$ cat src/rtl/equiv_pkg.sv
// Shared types and constants for the equivalence-check sweep controller.
package equiv_pkg;

    typedef enum logic [1:0] {
        IDLE,
        HOLD,
        DONE
    } state_t;

    localparam int N_IN_DEF        = 5;
    localparam int HOLD_CYCLES_DEF = 3;

    function automatic int unsigned vec_count(input int unsigned n_in);
        return 2 ** n_in;
    endfunction

endpackage

$ cat src/rtl/sweep_hold_timer.sv
// Per-vector settle timer: expire marks the last cycle a vector is held.
module sweep_hold_timer #(
    parameter int HOLD_CYCLES = 3
) (
    input  logic clk,
    input  logic rst_n,
    input  logic clear,
    input  logic enable,
    output logic expire
);

    localparam int CW = (HOLD_CYCLES > 1) ? $clog2(HOLD_CYCLES) : 1;
    localparam logic [CW-1:0] LAST = CW'(HOLD_CYCLES - 1);

    logic [CW-1:0] count;

    always_ff @(posedge clk) begin
        if (!rst_n) begin
            count <= '0;
        end else if (clear) begin
            count <= '0;
        end else if (enable && (count < LAST)) begin
            count <= count + CW'(1);
        end
    end

    assign expire = (count == LAST);

endmodule

$ cat src/rtl/equiv_sweep_ctrl.sv
// Exhaustive ascending input sweep with per-vector settle window; samples eq_in
// at the end of each window and reports mismatch count and first failing vector.
module equiv_sweep_ctrl
    import equiv_pkg::*;
#(
    parameter int N_IN        = N_IN_DEF,
    parameter int HOLD_CYCLES = HOLD_CYCLES_DEF
) (
    input  logic            clk,
    input  logic            rst_n,
    input  logic            start,
    input  logic            abort,
    output logic [N_IN-1:0] vec_out,
    input  logic            eq_in,
    output logic            busy,
    output logic            done,
    output logic            pass,
    output logic [N_IN:0]   mismatch_count,
    output logic [N_IN-1:0] first_fail_vec,
    output logic            first_fail_valid
);

    localparam int unsigned     NVEC     = vec_count(N_IN);
    localparam logic [N_IN-1:0] LAST_VEC = N_IN'(NVEC - 1);
    localparam logic [N_IN:0]   CNT_ONE  = (N_IN + 1)'(1);

    state_t state;
    state_t state_next;
    logic   expire;
    logic   sample;
    logic   launch;

    // Timer is held clear outside HOLD so every sweep starts at count zero.
    sweep_hold_timer #(
        .HOLD_CYCLES(HOLD_CYCLES)
    ) u_timer (
        .clk   (clk),
        .rst_n (rst_n),
        .clear ((state != HOLD) || expire || abort),
        .enable(state == HOLD),
        .expire(expire)
    );

    assign sample = (state == HOLD) && !abort && expire;
    assign launch = (state != HOLD) && start && !abort;

    always_ff @(posedge clk) begin
        if (!rst_n) begin
            state <= IDLE;
        end else begin
            state <= state_next;
        end
    end

    always_comb begin
        state_next = state;
        case (state)
            IDLE, DONE: begin
                if (start && !abort) begin
                    state_next = HOLD;
                end
            end
            HOLD: begin
                if (abort) begin
                    state_next = IDLE;
                end else if (expire && (vec_out == LAST_VEC)) begin
                    state_next = DONE;
                end
            end
            default: state_next = IDLE;
        endcase
    end

    always_comb begin
        busy = (state == HOLD);
        done = (state == DONE);
    end

    always_ff @(posedge clk) begin
        if (!rst_n) begin
            vec_out          <= '0;
            pass             <= 1'b0;
            mismatch_count   <= '0;
            first_fail_vec   <= '0;
            first_fail_valid <= 1'b0;
        end else if (launch) begin
            vec_out          <= '0;
            pass             <= 1'b0;
            mismatch_count   <= '0;
            first_fail_vec   <= '0;
            first_fail_valid <= 1'b0;
        end else if ((state == HOLD) && abort) begin
            // Partial counts and first-fail data are kept for debug.
            vec_out <= '0;
            pass    <= 1'b0;
        end else if (sample) begin
            if (!eq_in) begin
                mismatch_count <= mismatch_count + CNT_ONE;
                if (!first_fail_valid) begin
                    first_fail_vec   <= vec_out;
                    first_fail_valid <= 1'b1;
                end
            end
            if (vec_out != LAST_VEC) begin
                vec_out <= vec_out + N_IN'(1);
            end else begin
                pass <= (mismatch_count == '0) && eq_in;
            end
        end
    end

endmodule
$ cat config.mk
export PLATFORM = sky130hd
export DESIGN_NAME = equiv_sweep_ctrl
export DESIGN_NICKNAME = d
export VERILOG_FILES = /design/src/rtl/equiv_pkg.sv /design/src/rtl/sweep_hold_timer.sv /design/src/rtl/equiv_sweep_ctrl.sv
export SDC_FILE = /design/constraint.sdc
export NUM_CORES = 1
export LEC_CHECK = 0
export ABC_AREA = 1
export CORE_UTILIZATION = 51
export CTS_BUF_LIST = sky130_fd_sc_hd__clkbuf_8
export CTS_CLUSTER_SIZE = 40
export DETAILED_ROUTE_END_ITERATION = 8
export PLACE_DENSITY = 0.81
export SYNTH_ARGS = -nofsm -noshare
export SYNTH_HDL_FRONTEND = slang
export SYNTH_HIERARCHICAL = 1
export SYNTH_SLANG_ARGS = --single-unit
$ cat constraint.sdc
create_clock -name clk -period 2 [get_ports clk]
set_input_delay 0.6 -clock clk [delete_from_list [all_inputs] [get_ports clk]]
set_output_delay 0.6 -clock clk [all_outputs]
set_load 0.005 [all_outputs]
==> results.sh, run 1 <==
export IMPL_gp_congestion=0.855
export IMPL_final_cell_mix="nand2_1, inv_1, clkdlybuf4s50_1"
export IMPL_fin_tns_setup_ns=0
export IMPL_grt_overflow_total=0
export IMPL_drc=0
export IMPL_drt_wl_total_um=2540
export IMPL_cts_made_buffers=3
export IMPL_fin_crit_ns=1.92
export IMPL_final_util=0.718
export IMPL_p_leak_nw=0.585
export IMPL_clockRootBuffer="clkbuf_8"
export IMPL_die_h_um=48.9
export IMPL_ys_ff_latch=22
export IMPL_grt_max_degree=15
export IMPL_grt_util_all_layers=0.236
export IMPL_die_x_um=48.9
export IMPL_critPathCaptureType="output port"
export IMPL_rows=16
export IMPL_dpl_hpwl_um=1960
export IMPL_port_buffers=24
export IMPL_io_pins=25
export IMPL_async_flop_share=0
export IMPL_yosysUniqueCellTypes=22
export IMPL_grt_pass1_wl_um=4550
export IMPL_syn_nets=172
export IMPL_synthSimpleGateAreaFrac=0.353
export IMPL_worst_setup_path_type="flip-flop to output port"
export IMPL_clk_pin_slew_worst_paths_ns=0.07
export IMPL_maxCapViolations=0
export IMPL_cts_tree="yes"
export IMPL_slew_viol_final=0
export IMPL_diodes=0
export IMPL_cp_slowest_cell="clkdlybuf4s50_1"
export IMPL_drtIter0Drc=17
export IMPL_finalPower_mw=0.756
export IMPL_cts_max_path_buffers=2
export IMPL_die_area_mm2=0.00239
export IMPL_crit_path_start_kind="flip-flop"
export IMPL_synth_edf_count=0
export IMPL_fin_skew_ns=0.00179
export IMPL_path_cells="inv_1, nor2_4, clkdlybuf4s50_1"
export IMPL_final_area_mm2=0.00145
export IMPL_clock_sinks=22
export IMPL_core_area_mm2=0.00202
export IMPL_placed_cell_area_mm2=0.00140
export IMPL_areaGrowthSynthToFinish_pct=29.3
export IMPL_status="finished clean"
export IMPL_rsz0062_at_grt="false"
export IMPL_avgSynthCellArea_um2=6.93
export IMPL_cp_arrival_ns=1.32
export IMPL_path_max_fanout=8
export IMPL_ys_seq_area_frac=0.392
export IMPL_period_share=0.959
export IMPL_synth_cells=162
export IMPL_clkLatencyLatePin_ns=0.25
export IMPL_maxSlewHeadroom=0.798
export IMPL_vias_per_cell=5.12
export IMPL_start_util=0.555
export IMPL_setup_violations=0
export IMPL_postRouteAntennaNets=0
export IMPL_pwr_density_cell_mw_per_mm2=521
export IMPL_synth_mux_area_frac=0
export IMPL_synth_top_family_by_area="simple AND/OR/NAND/NOR gates"
export IMPL_cp_slowest_stage_delay_ns=0.50
export IMPL_hold_class="flip-flop to flip-flop"
export IMPL_ys_warn_count=6
export IMPL_fmax_ghz=0.521
export IMPL_required_ns=1.40
export IMPL_synthFlopType="dfxtp_1"
export IMPL_max_slew_worst_pin_slew_ns=0.302
export IMPL_grt_pass1_vias=1083
export IMPL_antenna_found_initial=0
export IMPL_cts_hold_buf=0
export IMPL_layout_drive_gt1_share=0.100
export IMPL_final_common_cell="nand2_1"
export IMPL_hold_viol=0
export IMPL_routedWlPerCell_um=11.7
export IMPL_synth_xor_area_frac=0
export IMPL_hold_worst_slack_ns=0.485
export IMPL_finalNetCount=202
export IMPL_drtPass1Iterations=4
export IMPL_vias=1112
export IMPL_synthAdderAreaFrac=0.0557
export IMPL_h_tree_depth=1
export IMPL_synthesis_area_mm2=0.00112
export IMPL_ir_drop_mv=0.625
export IMPL_synth_compound_area_frac=0.0948
## area by class of cell
class | count | area [um^2]
multi-input combinational | 112 | 571
fill | 176 | 571
sequential | 22 | 445
timing repair buffer | 27 | 263
inverter | 26 | 97.6
clock buffer | 3 | 41.3
tap | 27 | 33.8
## layer usage
layer	track usage	up-vias	part of all wire
li1	-	567	-
met1	0.269	524	0.44
met2	0.456	21	0.52
met3	0.0561	0	0.034
met4	0.0196	0	0
met5	0	-	0
## metrics by stage
stage | cells | setup slack [ns]
floorplan | 162 | 0.595
global placement | 214 | 0.0761
detailed placement | 214 | 0.0364
CTS | 217 | 0.0362
global route | 217 | 0.0270
finish | 217 | 0.0818
## final timing paths
check	start	endpoint	slack (ns)	cells after the start
worst max-delay path	state[0]$_SDFFE_PN0P_	busy	0.08	3
worst min-delay path	first_fail_valid$_SDFFE_PP0P_	first_fail_valid$_SDFFE_PP0P_	0.49	2
worst max register to register	vec_out[1]$_SDFFE_PP0P_	state[1]$_SDFFE_PN0P_	0.34	8
worst min register to register	first_fail_valid$_SDFFE_PP0P_	first_fail_valid$_SDFFE_PP0P_	0.49	2
## logic make-up after synthesis
family / count (synthesis)
flops: 22
fa+ha+maj: 5
buf+inv: 28
simple gates: 88
compound gates: 19
## synthesized netlist by cell type (2+ instances only)
master,instances,area (um^2)
dfxtp_1,22,440
nand2_1,38,143
nand3_1,16,80.1
inv_2,2,7.51
nor2_1,23,86.3
nor3_1,2,10.0
nor2_2,3,18.8
inv_1,24,90.1
nor2_4,2,22.5
ha_1,5,62.6
a21oi_1,14,70.1
## power by group
group / internal, mW / switching, mW
logic: 0.0218 / 0.0300
clock network: 0.134 / 0.129
registers: 0.438 / 0.00265
total: 0.594 / 0.162
## worst max-delay path, delay by kind of cell, from the launching register on
family | cells | cell delay (ns)
buffers and inverters | 2 | 0.57
and+or+nand+nor | 1 | 0.09
DFF | 1 | 0.39
## repair_timing
item                                    in CTS  in global routing
buffers inserted                             0                  0
endpoints found under the setup margin       1                  1
resized for setup                            1                  3
gates cloned                                 0                  0
## sequential cells by signal, summed over array words and instances (netlist names)
name and count:
first_fail_valid 1, first_fail_vec 5, mismatch_count 6, pass 1
state 2, u_timer/count 2, vec_out 5
No activity file was read; power rests on OpenSTA's default activity.
==> run 2: changes to the inputs <==
- SKIP_CTS_REPAIR_TIMING: unset -> 1
- SLEW_MARGIN: unset -> 10
==> results of run 2 <==
No change in the layout: final DEF, timing and power equal those of run 1.
==> run 3: changes to the inputs <==
- CORE_UTILIZATION: 51 -> 55
- DONT_BUFFER_PORTS: unset -> 1
- PLACE_DENSITY: 0.81 -> 0.7
- SYNTH_HIERARCHICAL: 1 -> unset
==> run 3 against run 2 <==
Flip-flop and latch count is the same. Final cell count shrank 15%. Hold slack gained 0.0014 ns. Synthesized cell count shrank 3.1%. Critical endpoint is now mismatch_count[2]$_SDFFE_PP0P_. Largest cell class unchanged.
==> results.sh, run 3 <==
export IMPL_status="finished clean"
export IMPL_grt_overflow_total=0
export IMPL_required_ns=2.15
export IMPL_gp_congestion=0.851
export IMPL_largest_register="mismatch_count"
export IMPL_ys_warn_count=0
export IMPL_drtPass1Iterations=4
export IMPL_clock_sinks=22
export IMPL_hold_class="flip-flop to flip-flop"
export IMPL_avgSynthCellArea_um2=6.97
export IMPL_setup_violations=0
export IMPL_hold_viol=0
export IMPL_drc=0
export IMPL_io_pins=25
export IMPL_diodes=0
export IMPL_h_tree_depth=1
export IMPL_start_util=0.608
export IMPL_grt_max_degree=15
export IMPL_period_share=0.803
export IMPL_grt_util_all_layers=0.208
export IMPL_hold_worst_slack_ns=0.486
export IMPL_power_switching_mw=0.174
export IMPL_synth_edf_count=0
export IMPL_grt_pass1_wl_um=3280
export IMPL_final_cell_mix="nand2_1, nor2_1, dfxtp_1"
export IMPL_placed_cell_area_mm2=0.00111
export IMPL_finalPower_mw=0.896
export IMPL_routedWlPerCell_um=11.1
export IMPL_die_area_mm2=0.00217
export IMPL_fin_tns_setup_ns=0
export IMPL_pwr_density_cell_mw_per_mm2=756
export IMPL_reg_top3="mismatch_count: 6 flops, first_fail_vec: 5 flops, vec_out: 5 flops"
export IMPL_clkLatencyLatePin_ns=0.25
export IMPL_final_common_cell="nand2_1"
export IMPL_combPwrFrac=0.058
export IMPL_clockRootBuffer="clkbuf_8"
export IMPL_ys_seq_area_frac=0.402
export IMPL_synthesis_area_mm2=0.00109
export IMPL_hp_start="pass$_SDFFE_PP0P_"
export IMPL_vias=953
export IMPL_synth_cells=157
export IMPL_drtIter0Drc=31
export IMPL_largest_reg_flops=6
export IMPL_clockPowerShare=0.447
export IMPL_fin_skew_ns=0.00115
export IMPL_clk_pin_slew_worst_paths_ns=0.08
export IMPL_synth_area_top_cells="dfxtp_1, nand2_1, nor2_1"
export IMPL_areaGrowthSynthToFinish_pct=8.34
export IMPL_maxCapViolations=0
export IMPL_cts_tree="yes"
export IMPL_postRouteAntennaNets=0
export IMPL_antenna_found_initial=0
export IMPL_cts_made_buffers=3
export IMPL_cell_internal_pwr_mw=0.723
export IMPL_synth_top_cell_area_share=0.402
export IMPL_vias_per_cell=5.15
export IMPL_path_max_fanout=14
export IMPL_switching_share=0.194
export IMPL_p_leak_nw=0.494
export IMPL_dpl_hpwl_um=1600
export IMPL_critPathCaptureType="flip-flop"
export IMPL_critPathLaunch="u_timer.count[0]$_SDFFE_PP0P_"
export IMPL_nFillCells=178
export IMPL_cts_max_path_buffers=2
export IMPL_yosysUniqueCellTypes=20
export IMPL_ys_ff_latch=22
export IMPL_max_slew_worst_pin_slew_ns=0.485
export IMPL_rows=15
export IMPL_synthTopCellsByCount="nand2_1, nor2_1, dfxtp_1"
export IMPL_grt_pass1_vias=839
export IMPL_drt_wl_total_um=2060
export IMPL_ir_drop_mv=0.394
export IMPL_maxSlewHeadroom=0.676
export IMPL_port_buffers=0
export IMPL_rsz0062_at_grt="false"
export IMPL_core_area_mm2=0.00180
export IMPL_die_h_um=46.6
export IMPL_place_ws_ns=0.372
export IMPL_worst_setup_path_type="flip-flop to flip-flop"
export IMPL_finalNetCount=171
export IMPL_final_area_mm2=0.00119
export IMPL_die_x_um=46.6
export IMPL_syn_nets=167
export IMPL_fin_ws_ns=0.394
export IMPL_r2r_start="u_timer.count[0]$_SDFFE_PP0P_"
export IMPL_fin_crit_ns=1.61
export IMPL_fmax_ghz=0.623
export IMPL_slew_viol_final=0
export IMPL_layout_drive_gt1_share=0.0938
export IMPL_yosys_cell_count_top_type="nand2_1"
export IMPL_async_flop_share=0
export IMPL_cp_arrival_ns=1.75
export IMPL_synthFlopType="dfxtp_1"
export IMPL_p_seq_frac=0.495
export IMPL_post_synth_top_area_cell="dfxtp_1"
export IMPL_crit_path_start_kind="flip-flop"
-- run 3: cells by family (layout without fill, tap and decap cells) --
group	after synthesis	in the layout	synth area share
AND/OR/NAND/NOR	87	87	0.358
flip-flops	22	22	0.402
AO/OA/AOI/OAI	20	20	0.0971
buffers and inverters	23	26	0.0857
adder cells (fa/ha/maj)	5	5	0.0571
-- run 3: worst paths after layout --
check | end | slack [ns] | cells past startpoint
max | mismatch_count[2]$_SDFFE_PP0P_ | 0.39 | 7
min | pass$_SDFFE_PP0P_ | 0.49 | 2
max reg2reg | mismatch_count[2]$_SDFFE_PP0P_ | 0.39 | 7
min reg2reg | pass$_SDFFE_PP0P_ | 0.49 | 2
-- run 3: power by group through the flow --
stage,registers [mW],logic [mW],clock network [mW]
2_1_floorplan,0.453,0.0436,0
4_1_cts,0.444,0.0519,0.414
3_5_place_dp,0.454,0.0518,0
5_1_grt,0.444,0.0601,0.425
3_3_place_gp,0.454,0.0503,0
6_report,0.444,0.0518,0.401
-- run 3: stage by stage --
step | util | cells
6_report | 0.658 | 185
5_1_grt | 0.658 | 185
4_1_cts | 0.658 | 185
3_3_place_gp | 0.619 | 181
2_1_floorplan | - | 157
3_5_place_dp | 0.619 | 181
-- run 3: cell type report --
| cell class | count | area [um^2] | share of cell area |
|---|---|---|---|
| inverter | 22 | 82.6 | 0.0696 |
| tap | 25 | 31.3 | 0.0264 |
| clock inverter | 1 | 30.0 | 0.0253 |
| multi-input combinational | 112 | 561 | 0.473 |
| sequential | 22 | 440 | 0.371 |
| clock buffer | 3 | 41.3 | 0.0348 |
-- run 3: critical path, cell delays in order (launching register included) --
cell     delay (ns)
dfxtp_1        0.30
inv_1          0.08
ha_1           0.26
nand4_2        0.17
nor2_2         0.42
nand3_1        0.13
nand2_1        0.09
nor2_1         0.05
-- run 3: routing by layer --
| layer | vias to the layer above | wire (um) | global-route usage | part of all wire |
|---|---|---|---|---|
| met5 | - | 0 | 0 | 0 |
| met4 | 0 | 0 | 0.0571 | 0 |
| met3 | 0 | 114 | 0.0353 | 0.055 |
| met2 | 25 | 992 | 0.358 | 0.48 |
| met1 | 423 | 949 | 0.264 | 0.46 |
| li1 | 505 | - | - | - |
